[config.mk]
export PLATFORM = sky130hd
export DESIGN_NAME = fifo_param
export DESIGN_NICKNAME = d
export VERILOG_FILES = /design/src/rtl/fifo_pkg.sv /design/src/rtl/fifo_ram.sv /design/src/rtl/fifo_param.sv
export SDC_FILE = /design/constraint.sdc
export NUM_CORES = 1
export LEC_CHECK = 0
export BUFFER_PORTS_ARGS = -buffer_cell sky130_fd_sc_hd__buf_2
export CELL_PAD_IN_SITES_DETAIL_PLACEMENT = 1
export CELL_PAD_IN_SITES_GLOBAL_PLACEMENT = 1
export CORE_MARGIN = 3
export CORE_UTILIZATION = 50
export CTS_CLUSTER_DIAMETER = 40
export DETAILED_ROUTE_END_ITERATION = 12
export PLACE_DENSITY_LB_ADDON = 0.3
export SLEW_MARGIN = 20
export SYNTH_ARGS = -nofsm -noshare
export SYNTH_HDL_FRONTEND = slang
export SYNTH_SLANG_ARGS = --single-unit
export TNS_END_PERCENT = 30
[constraint.sdc]
create_clock -name clock_i -period 19.9 [get_ports clock_i]
set_input_delay 0.995 -clock clock_i [delete_from_list [all_inputs] [get_ports clock_i]]
set_output_delay 0.995 -clock clock_i [all_outputs]
set_load 0.005 [all_outputs]
[src/rtl/fifo_pkg.sv]
// fifo_pkg: shared width helpers, default geometry and small types for the fifo_param slice.
package fifo_pkg;

   localparam int FIFO_DEFAULT_W        = 64;
   localparam int FIFO_DEFAULT_DEPTH    = 8;
   localparam int FIFO_DEFAULT_AFULL_TH = 6;

   // Pointer width: indexes 0..DEPTH-1, never narrower than one bit.
   function automatic int ptr_width(input int depth);
      return (depth > 1) ? $clog2(depth) : 1;
   endfunction

   // Level width: must represent 0..DEPTH inclusive.
   function automatic int level_width(input int depth);
      return $clog2(depth + 1);
   endfunction

   // Accepted operations this cycle, encoded as {wr_acc, rd_acc}.
   typedef enum logic [1:0] {
      OP_IDLE = 2'b00,
      OP_POP  = 2'b01,
      OP_PUSH = 2'b10,
      OP_BOTH = 2'b11
   } fifo_op_e;

   typedef struct packed {
      logic overflow;
      logic underflow;
   } sticky_t;

endpackage

[src/rtl/fifo_ram.sv]
// fifo_ram: DEPTH x DATA_W storage array with one synchronous write port
// and one asynchronous read port.
module fifo_ram
   import fifo_pkg::*;
#(
   parameter int DATA_W = FIFO_DEFAULT_W,
   parameter int DEPTH  = FIFO_DEFAULT_DEPTH,
   parameter int PTR_W  = ptr_width(DEPTH)
) (
   input  logic              clk,
   input  logic              wr_en,
   input  logic [PTR_W-1:0]  wr_addr,
   input  logic [DATA_W-1:0] wr_data,
   input  logic [PTR_W-1:0]  rd_addr,
   output logic [DATA_W-1:0] rd_data
);

   logic [DATA_W-1:0] mem [DEPTH];

   // NOTE: storage has no reset so it maps onto plain RAM/register-file
   // cells; occupancy logic guarantees stale words are never presented.
   // NOTE: sequential state uses non-blocking (<=) so every register
   // samples pre-edge values regardless of process ordering.
   always_ff @(posedge clk) begin
      if (wr_en) begin
         mem[wr_addr] <= wr_data;
      end
   end

   assign rd_data = mem[rd_addr];

endmodule

[src/rtl/fifo_param.sv]
// fifo_param: parametrised synchronous FIFO with fill level, sticky overflow/underflow
// flags and synchronous flush. Define FIFO_FWFT_EN for first-word-fall-through reads.
module fifo_param
   import fifo_pkg::*;
#(
   parameter int DATA_W   = FIFO_DEFAULT_W,
   parameter int DEPTH    = FIFO_DEFAULT_DEPTH,
   parameter int AFULL_TH = FIFO_DEFAULT_AFULL_TH
) (
   input  logic                          clock_i,
   input  logic                          rst_n_i,
   input  logic                          flush_i,
   input  logic [DATA_W-1:0]             data_in_i,
   input  logic                          data_in_v_i,
   output logic                          data_in_bkp_o,
   input  logic                          data_out_req_i,
   output logic [DATA_W-1:0]             data_out_o,
   output logic                          data_out_v_o,
   output logic [level_width(DEPTH)-1:0] level_o,
   output logic                          full_o,
   output logic                          empty_o,
   output logic                          overflow_o,
   output logic                          underflow_o
);

   localparam int PTR_W = ptr_width(DEPTH);
   localparam int LVL_W = level_width(DEPTH);

   localparam logic [PTR_W-1:0] LAST_PTR  = PTR_W'(DEPTH - 1);
   localparam logic [LVL_W-1:0] FULL_LVL  = LVL_W'(DEPTH);
   localparam logic [LVL_W-1:0] AFULL_LVL = LVL_W'(AFULL_TH);

   logic [PTR_W-1:0]  wr_ptr, wr_ptr_nxt;
   logic [PTR_W-1:0]  rd_ptr, rd_ptr_nxt;
   logic [LVL_W-1:0]  level, level_nxt;
   sticky_t           sticky, sticky_nxt;
   logic              rd_acc;
   logic              wr_acc;
   fifo_op_e          op;
   logic [DATA_W-1:0] head;

   // DEPTH need not be a power of two, so wrap on an explicit compare.
   function automatic logic [PTR_W-1:0] ptr_inc(input logic [PTR_W-1:0] ptr);
      return (ptr == LAST_PTR) ? '0 : ptr + PTR_W'(1);
   endfunction

   // Status decoded straight from the registered level.
   assign empty_o       = (level == '0);
   assign full_o        = (level == FULL_LVL);
   assign data_in_bkp_o = (level >= AFULL_LVL);
   assign level_o       = level;
   assign overflow_o    = sticky.overflow;
   assign underflow_o   = sticky.underflow;

   // A read frees a slot in the same cycle, so a full FIFO still accepts a write alongside it.
   assign rd_acc = data_out_req_i & ~empty_o;
   assign wr_acc = data_in_v_i & (~full_o | rd_acc);
   assign op     = fifo_op_e'({wr_acc, rd_acc});

   always_comb begin
      // NOTE: every output of this block gets a default first, so no path
      // through the if/case can leave a value unassigned and infer a latch.
      wr_ptr_nxt = wr_ptr;
      rd_ptr_nxt = rd_ptr;
      level_nxt  = level;
      sticky_nxt = sticky;

      if (flush_i) begin
         // Flush discards any same-cycle read or write without touching the flags.
         wr_ptr_nxt = '0;
         rd_ptr_nxt = '0;
         level_nxt  = '0;
      end else begin
         if (wr_acc) wr_ptr_nxt = ptr_inc(wr_ptr);
         if (rd_acc) rd_ptr_nxt = ptr_inc(rd_ptr);

         case (op)
            OP_PUSH: level_nxt = level + LVL_W'(1);
            OP_POP:  level_nxt = level - LVL_W'(1);
            default: level_nxt = level;
         endcase

         sticky_nxt.overflow  = sticky.overflow  | (data_in_v_i & ~wr_acc);
         sticky_nxt.underflow = sticky.underflow | (data_out_req_i & empty_o);
      end
   end

   always_ff @(posedge clock_i or negedge rst_n_i) begin
      if (!rst_n_i) begin
         wr_ptr <= '0;
         rd_ptr <= '0;
         level  <= '0;
         sticky <= '0;
      end else begin
         wr_ptr <= wr_ptr_nxt;
         rd_ptr <= rd_ptr_nxt;
         level  <= level_nxt;
         sticky <= sticky_nxt;
      end
   end

   fifo_ram #(
      .DATA_W (DATA_W),
      .DEPTH  (DEPTH),
      .PTR_W  (PTR_W)
   ) u_ram (
      .clk     (clock_i),
      .wr_en   (wr_acc & ~flush_i),
      .wr_addr (wr_ptr),
      .wr_data (data_in_i),
      .rd_addr (rd_ptr),
      .rd_data (head)
   );

`ifdef FIFO_FWFT_EN
   // Head entry is presented combinationally; a request simply pops it.
   assign data_out_o   = empty_o ? '0 : head;
   assign data_out_v_o = ~empty_o;
`else
   always_ff @(posedge clock_i or negedge rst_n_i) begin
      if (!rst_n_i) begin
         data_out_o   <= '0;
         data_out_v_o <= 1'b0;
      end else if (flush_i) begin
         data_out_v_o <= 1'b0;
      end else begin
         data_out_v_o <= rd_acc;
         if (rd_acc) begin
            data_out_o <= head;
         end
      end
   end
`endif

endmodule

## Yosys cells after proc, flatten, opt, wreduce, memory -nomap -nowiden

Memories as Yosys holds them, arrays and structs flattened. A register that Yosys moved wholly into a read port is not among the register bits.
Cells that the tools add are included.

| cells by class | value |
|---|---|
| $lt $le $gt $ge | 1 |
| $add $sub $neg | 4 |
| multipliers | 0 |
| equal/unequal tests | 5 |
| div/mod/pow operators | 0 |
| reduce and logical (&&, ||, !) cells | 6 |
| multiplexer cells | 11 |
| shift-type cells | 0 |
| bitwise operators | 12 |

Operators with widths:

| operator | number |
|---|---|
| two-way mux 3 bit | 6 |
| case mux 4 bit (2 select lines) | 1 |
| adder 3 x 1 -> 3 bit, second input constant | 2 |
| equality test 3 bit, second input constant | 2 |
| bitwise AND 1 bit | 5 |
| adder 4 x 1 -> 4 bit, second input constant | 1 |
| equality test 4 bit, second input constant | 1 |
| greater-or-equal comparator 4 x 3 -> 1 bit, second input constant | 1 |
| logical NOT 4 bit | 1 |
| two-way mux 4 bit | 1 |
| inverter 1 bit | 4 |
| nonzero test 2 bit | 2 |
| subtractor 4 x 1 -> 4 bit, second input constant | 1 |
| two-way mux 1 bit | 3 |
| bitwise OR 1 bit | 3 |
| nonzero test 3 bit | 1 |
| equality test 2 x 1 -> 1 bit, second input constant | 1 |
| equality test 2 bit, second input constant | 1 |
| AND reduction 2 bit | 1 |
| logical NOT 1 bit | 1 |

| word-level totals | value |
|---|---|
| register bits after elaboration | 13 |
| logic and storage cells | 46 |
| bits of input ports | 69 |
| bits in latches | 0 |
| memory bits (read-only) | 0 |
| memory bits (writable) | 512 |
| memories kept | 1 |

Memories:

| name | depth | width | read ports | clocked after memory_dff | wr ports | RTL line | source |
|---|---|---|---|---|---|---|---|
| u_ram.mem | 8 | 64 | 1 | 1 | 1 | fifo_ram.sv:18 | `logic [DATA_W-1:0] mem [DEPTH];` |

## Logic depth before layout (Yosys ltp)

Gate-level depths: netlist (run 1).

| logic depth | value |
|---|---|
| depth in word-level cells | 8 |
| gate-level depth with buffers | 8 |
| gate-level depth less buffers | 7 |

## Hierarchy

A second synthesis (run 1) with hierarchy kept.

| unflattened totals | value |
|---|---|
| cells, all modules | 964 |
| area total of the unflattened synthesis | 22624.2 um^2 |

By module, submodules not included:

| module | cells each | seq. area each (um^2) | area each (um^2) | times used |
|---|---|---|---|---|
| fifo_ram | 752 | 15374.7 | 19266.0 | 1 |
| fifo_param | 212 | 1926.8 | 3358.2 | 1 |

## Worst setup path before layout (run 1)

OpenSTA, ideal clock, no wires.

| timing | value |
|---|---|
| path type | input port to flip-flop |
| start point | input data_out_req_i |
| end point | memory u_ram.mem[0][0] in the netlist's numbering (enable) |
| stages | 3 |
| setup slack | 11.392 ns |
| data arrival time | 7.842 ns |
| path through | nand2b_1 o21ai_4 nor4b_1 |

| on the way | value |
|---|---|
| longest elaborated chain between the ends | 6 |

RTL lines:

| what | RTL line | source |
|---|---|---|
| from (decl) | fifo_param.sv:16 | `input logic data_out_req_i,` |
| bitwise AND 1 bit | fifo_param.sv:56 | `assign rd_acc = data_out_req_i & ~empty_o;` |
| bitwise OR 1 bit | fifo_param.sv:57 | `assign wr_acc = data_in_v_i & (~full_o \| rd_acc);` |
| bitwise AND 1 bit | fifo_param.sv:57 |  |
| bitwise AND 1 bit | fifo_param.sv:108 | `.wr_en (wr_acc & ~flush_i),` |
| two-way mux 1 bit | fifo_ram.sv:25 | `if (wr_en) begin` |
| two-way mux 1 bit (not written as such) | fifo_ram.sv:26 | `mem[wr_addr] <= wr_data;` |
| to (decl) | fifo_ram.sv:18 |  |

No other way between the ends.

==> qor.yml, run 1 <==
sta:
  rsz0062_at_grt: "no"
  skew_ps: 23.3
  finalHoldViolCount: 0
  setup_viol: 0
  period_share: 0.159
  layout_min_cycle_time_ps: 3150
  fin_hold_ws_ps: 410
  slew_viol_final: 0
  max_clock_freq_ghz: 0.317
  fin_setup_tns_ps: 0
  max-slew-margin-rel: 0.268
  worst_pin_slew_ps: 1100
finish:
  drive_gt1_frac: 0.330
  nets: 1304
  num-fill-cells: 3751
  areaGrowthSynthToFinish_pct: 17.4
placed_design:
  port_buffers: 142
  gp_congestion: 0.711
  dp_hpwl_um: 25600
routing:
  drcViolationCount: 0
  postRouteAntennaNets: 0
  wl_um: 49100
  first_iter_violations: 856
  wl_per_cell_um: 26.1
  viasPerCell: 5.79
  dr_total_vias: 10868
  drt-pass1-iter-count: 4
cts:
  cts_resized: 0
  holdBufCountCts: 0
  clock_sinks: 589
  htreeDepth: 3
  cts.path.max_buffers: 3
  clock_latency_ps: 590
  cts_setup_buffers: 0
  clkTransAtPathRegs_ps: 60
  cts_made_buffers: 73
  root_buffer: "clkbuf_16"
  cts_tree: "done"
worst_setup_path:
  path_max_fanout: 68
  arrival_ps: 3570
  critPathLaunchType: "register"
  crit_top_cell: "buf_4"
  end_kind: "register"
  critPathKind: "register to register"
  critical_path.max_stage_delay_ps: 840
  critical-path-top-delay-family: "buffers and inverters"
  cp.required_ps: 20310
  crit_path_top_delay_cell: "buf_4"
  cp_cell_sequence: "buf_4 -> buf_4 -> mux4_2 -> mux2i_1 -> a21oi_1"
  crit_buf_inv: 2
logic_synthesis:
  yosysMostFrequentCell: "edfxtp_1"
  netlist_top_cells_count: "edfxtp_1, mux4_2, nor2_1"
  postSynthCellCount: 1048
  synth_edf_count: 512
  yosys.area.top_type: "edfxtp_1"
  avgSynthCellArea_um2: 21.2
  synthTopCellsByArea: "edfxtp_1, mux4_2, dfrtp_1, mux2i_1, a21oi_1"
  ys_ff_latch: 589
  synth_area_um2: 22300
  yosysSeqAreaShare: 0.778
  ys_types: 43
  synth_top_cell_area_share: 0.691
  yosys_warnings: 0
  postSynthNetCount: 1124
  synth-main-ff-cell: "edfxtp_1"
  async_reset_ff_frac: 0.131
die:
  io_pins: 143
  start_util: 0.511
  die-area_um2: 47100
  die_height_um: 217
  rows: 76
  coreArea_um2: 43600
  die_w_um: 217
grt:
  grt_pass1_wl_um: 74700
  grt_pass1_vias: 12153
  grt-ovfl-total: 0
  grtUsageTotal: 0.213
  grt_max_degree: 72
  antenna_found_initial: 10
min_path:
  worstHoldPathType: "input port to async pin"
pwr:
  p_leak_nw: 8.57
  vdd_drop_max_uv: 71.7
  p_per_area_nw_per_um2: 130
job:
  cap_violations: 0
run_status:
  outcome: "finished, final reports clean"
[placed cells by master, fill, tap and decap left out, types with 3 or more instances in the layout]
cell,netlist,routed
clkbuf_1,13,12
a21oi_1,68,68
nand2_1,5,5
buf_2,19,141
clkbuf_8,0,6
dfrtp_4,0,3
nor3_1,7,4
nor2_1,82,79
nor3_2,0,3
inv_8,0,3
nand2b_1,3,3
clkinvlp_4,0,3
mux2i_1,67,67
dfrtp_1,77,74
buf_4,11,18
edfxtp_1,512,512
diode_2,0,5
ha_1,6,6
clkinv_4,0,3
clkinv_2,0,8
nor2_4,0,3
inv_6,0,11
bufinv_16,0,7
clkbuf_16,0,75
clkinv_1,0,5
mux4_2,128,128
[final cells by class]
class	instances	area, um^2	area share
Tap cell	585	732	0.0280
Multi-Input combinational cell	401	4720	0.181
Timing Repair Buffer	161	863	0.0331
Clock buffer	93	2000	0.0768
Inverter	2	7.51	0.000287
Clock inverter	41	464	0.0178
Sequential cell	589	17300	0.663
Antenna cell	5	12.5	0.000479
[flip-flops by register name, indices dropped and copies added, names as in the netlist]
signal,count
wr_ptr,3
u_ram.mem,512
rd_ptr,3
underflow_o,1
overflow_o,1
data_out_v_o,1
data_out_o,64
level_o,4
[through the flow]
step | cells | total power (W) | cell area (um^2) | setup WS [ps] | util
CTS | 1872 | 0.00342 | 26100 | 16740 | 0.599
floorplan | 1048 | 0.00189 | 22300 | 11390 | -
global route | 1875 | 0.00353 | 26100 | 16550 | 0.599
detailed placement | 1738 | 0.00208 | 23600 | 16600 | 0.542
finish | 1877 | 0.00338 | 26100 | 16750 | 0.600
global placement | 1738 | 0.00206 | 23600 | 16640 | 0.542
[worst register-to-register path, delay by kind of cell (launching register included)]
family / cells / cell delay, ps
mux: 2 / 630
compound gates: 1 / 110
flops: 1 / 630
buf+inv: 2 / 1620
[path summary, 6_finish.rpt]
path                       cells past startpoint       start             end  slack (ps)
max in group asynchronous                      2     rst_n_i       rd_ptr[0]       18230
max                                            5   rd_ptr[1]  data_out_o[26]       16750
max reg2reg                                    5   rd_ptr[1]  data_out_o[26]       16750
min reg2reg                                    1  overflow_o      overflow_o         470
min in group clock_i                           1  overflow_o      overflow_o         470
min                                            1     rst_n_i  data_out_o[18]         410
[per-layer routing]
metal / wire, um / vias to the layer above / share of wire / global-route usage
met5: 65 / - / 0.0013 / 0
met4: 1100 / 12 / 0.022 / 0.0765
met2: 24900 / 272 / 0.51 / 0.357
met1: 20600 / 5838 / 0.42 / 0.281
li1: - / 4663 / - / -
met3: 2390 / 83 / 0.049 / 0.0412
[report_power, final]
part           internal, W  switching, W  total, W
clock             0.000815      0.000514   0.00133
sequential         0.00144     0.0000893   0.00153
combinational     0.000265      0.000263  0.000528
total              0.00252      0.000867   0.00338
[kinds of logic (layout without fill, tap and decap cells)]
kind of cell	count (synthesis)	count (layout)	synth area share
buffers and inverters	58	297	0.0130
multiplexers	195	195	0.160
adder cells (fa/ha/maj)	7	7	0.00427
flip-flops	589	589	0.778
AO/OA/AOI/OAI	85	85	0.0218
AND/OR/NAND/NOR	110	110	0.0222
XOR/XNOR	4	4	0.00157
other	0	5	0
Power figures use the tool's default switching activity.
==> run 2, diff against run 1 <==
- CORE_UTILIZATION: 50 -> 48
- clock period: 19.9 -> 2.55 ns (I/O delays scaled with it)
==> run 2 against run 1 <==
Total power grew to 8.0 times the previous value. Clock skew is essentially flat. Largest cell class unchanged. Hold slack lost 240 ps. Setup slack lost 16000 ps. Largest power group unchanged. Critical path depth grew 3. Sequential share of layout area shrank 3.0 points. Critical endpoint is now level_o[3]. Combinational power grew to 9.0 times the previous value.
==> qor.yml, run 2 (synthesis gave the netlist of run 1 again) <==
run_status:
  outcome: "finished, final reports clean"
die:
  rows: 78  # +2.6%
  die-area_um2: 49000  # +4.1%
  die_height_um: 221  # +2.0%
  coreArea_um2: 45600  # +4.6%
  die_w_um: 221  # +2.0%
  io_pins: 143  # unchanged
  start_util: 0.488  # -0.0227
sta:
  skew_ps: 23.6  # +0.301 ps
  period_share: 0.867  # +0.708
  max_clock_freq_ghz: 0.452  # +43%
  max-slew-margin-rel: 0.415  # +0.147
  layout_min_cycle_time_ps: 2210  # -944 ps
  setup_viol: 0  # unchanged
  rsz0062_at_grt: "no"
  worst_pin_slew_ps: 877  # -221 ps
  finalHoldViolCount: 0  # unchanged
  slew_viol_final: 0  # unchanged
finish:
  areaGrowthSynthToFinish_pct: 23.0
  final_cell_mix: "edfxtp_1, buf_2, mux4_2"
  drive_gt1_frac: 0.328  # -0.00195
  top_register: "u_ram.mem"
  fin_cells: 1985  # +5.8%
  final_common_cell: "edfxtp_1"
  num-fill-cells: 3897  # +3.9%
  nets: 1400  # +7.4%
  largest_reg_flops: 512  # unchanged
cts:
  cts.path.max_buffers: 3  # unchanged
  clock_sinks: 589  # unchanged
  cts_made_buffers: 73  # unchanged
  cts_tree: "done"
  clkTransAtPathRegs_ps: 50  # about the same
  root_buffer: "clkbuf_16"
  htreeDepth: 3  # unchanged
  cts_setup_buffers: 0  # unchanged
  clock_latency_ps: 620  # +30 ps
placed_design:
  dp_hpwl_um: 28000  # +9.7%
  dpl.cell_count: 1780  # +2.4%
  port_buffers: 142  # unchanged
  gp_congestion: 0.711  # +0.11%
grt:
  grtUsageTotal: 0.210  # -0.00274
  grt_pass1_vias: 12236  # +0.68%
  grt-ovfl-total: 0  # unchanged
  antenna_found_initial: 3  # -7
  grt_max_degree: 64  # -11%
  grt_pass1_wl_um: 78000  # +4.4%
routing:
  drcViolationCount: 0  # unchanged
  viasPerCell: 5.64  # -2.6%
  wl_um: 50300  # +2.6%
  postRouteAntennaNets: 0  # unchanged
  drt-pass1-iter-count: 5  # +1
  dr_total_vias: 11200  # +3.1%
  wl_per_cell_um: 25.4  # -3.0%
  first_iter_violations: 923  # +7.8%
pwr:
  vdd_drop_max_uv: 693  # +870%
  total_power_w: 0.0269  # +700%
  p_per_area_nw_per_um2: 984  # +660%
  p_leak_nw: 9.06  # +5.7%
worst_setup_path:
  critPathLaunchType: "register"
  worstRegToRegCells: 8  # +3
  cp.required_ps: 3030  # -17,280 ps
  arrival_ps: 2690  # -880 ps
  critPathKind: "register to register"
  end_kind: "register"
  path_max_fanout: 13  # -81%
min_path:
  worstHoldPathType: "input port to async pin"
job:
  cap_violations: 0  # unchanged
run 2: changes by cell type in the layout (fill, tap and decap cells not counted), moves of 3 or more:
cell	change
buf_4	+10
nor3_2	-3
clkbuf_1	-3
clkinvlp_4	+5
diode_2	-3
clkinv_2	-4
dlygate4sd3_1	+68
buf_12	+19
nor3_4	+3
clkinv_1	+3
inv_6	-3
run 2: final cells by class:
type | instances | area [um^2] | area share
multi-input combinational | 401 | 4750 | 0.174
sequential | 589 | 17300 | 0.633
tap | 600 | 751 | 0.0274
inverter | 2 | 7.51 | 0.000274
timing repair buffer | 257 | 2000 | 0.0732
clock inverter | 48 | 618 | 0.0226
antenna | 2 | 5.00 | 0.000183
clock buffer | 86 | 1920 | 0.0700
run 2: routing by layer:
| metal | GRT usage | vias to the layer above | wire (um) |
|---|---|---|---|
| met5 | 0 | - | 13 |
| met4 | 0.0671 | 2 | 1110 |
| met3 | 0.0382 | 78 | 2620 |
| met2 | 0.346 | 308 | 25200 |
| met1 | 0.289 | 5967 | 21300 |
| li1 | - | 4845 | - |
run 2: critical path, stage by stage, from the launching register on:
cell	delay, ps
dfrtp_2	390
buf_4	190
nor4_4	290
nor2_1	130
ha_1	290
a211oi_1	330
nor2_1	150
o221ai_1	210
a31oi_1	110
run 2: path summary, 6_finish.rpt:
kind,startpoint,end,slack [ps]
max,level_o[1],level_o[3],340
min,rst_n_i,data_out_o[24],170
max reg2reg,level_o[1],level_o[3],340
min reg2reg,overflow_o,overflow_o,460
max in group asynchronous,rst_n_i,data_out_o[18],1550
min in group clock_i,data_in_i[21],u_ram.mem[7][21],320
run 2: repair_timing:
action | CTS | global route
hold endpoints to repair | 570 | 0
hold buffers | 68 | 0
resized for setup | 0 | 0
run 2: per-stage QoR:
step	setup WS, ps	setup TNS (ps)	hold WS (ps)	util	area (um^2)
floorplan	-909	-275560	-168	-	22300
global placement	296	0	274	0.529	24100
detailed placement	226	0	285	0.529	24100
CTS	168	0	185	0.600	27300
global route	122	0	220	0.600	27400
finish	339	0	174	0.601	27400
run 2: power breakdown:
| group | switching (W) | total, W | internal [W] |
|---|---|---|---|
| Combinational | 0.00238 | 0.00473 | 0.00235 |
| Sequential | 0.000405 | 0.0116 | 0.0112 |
| Clock | 0.00416 | 0.0106 | 0.00642 |
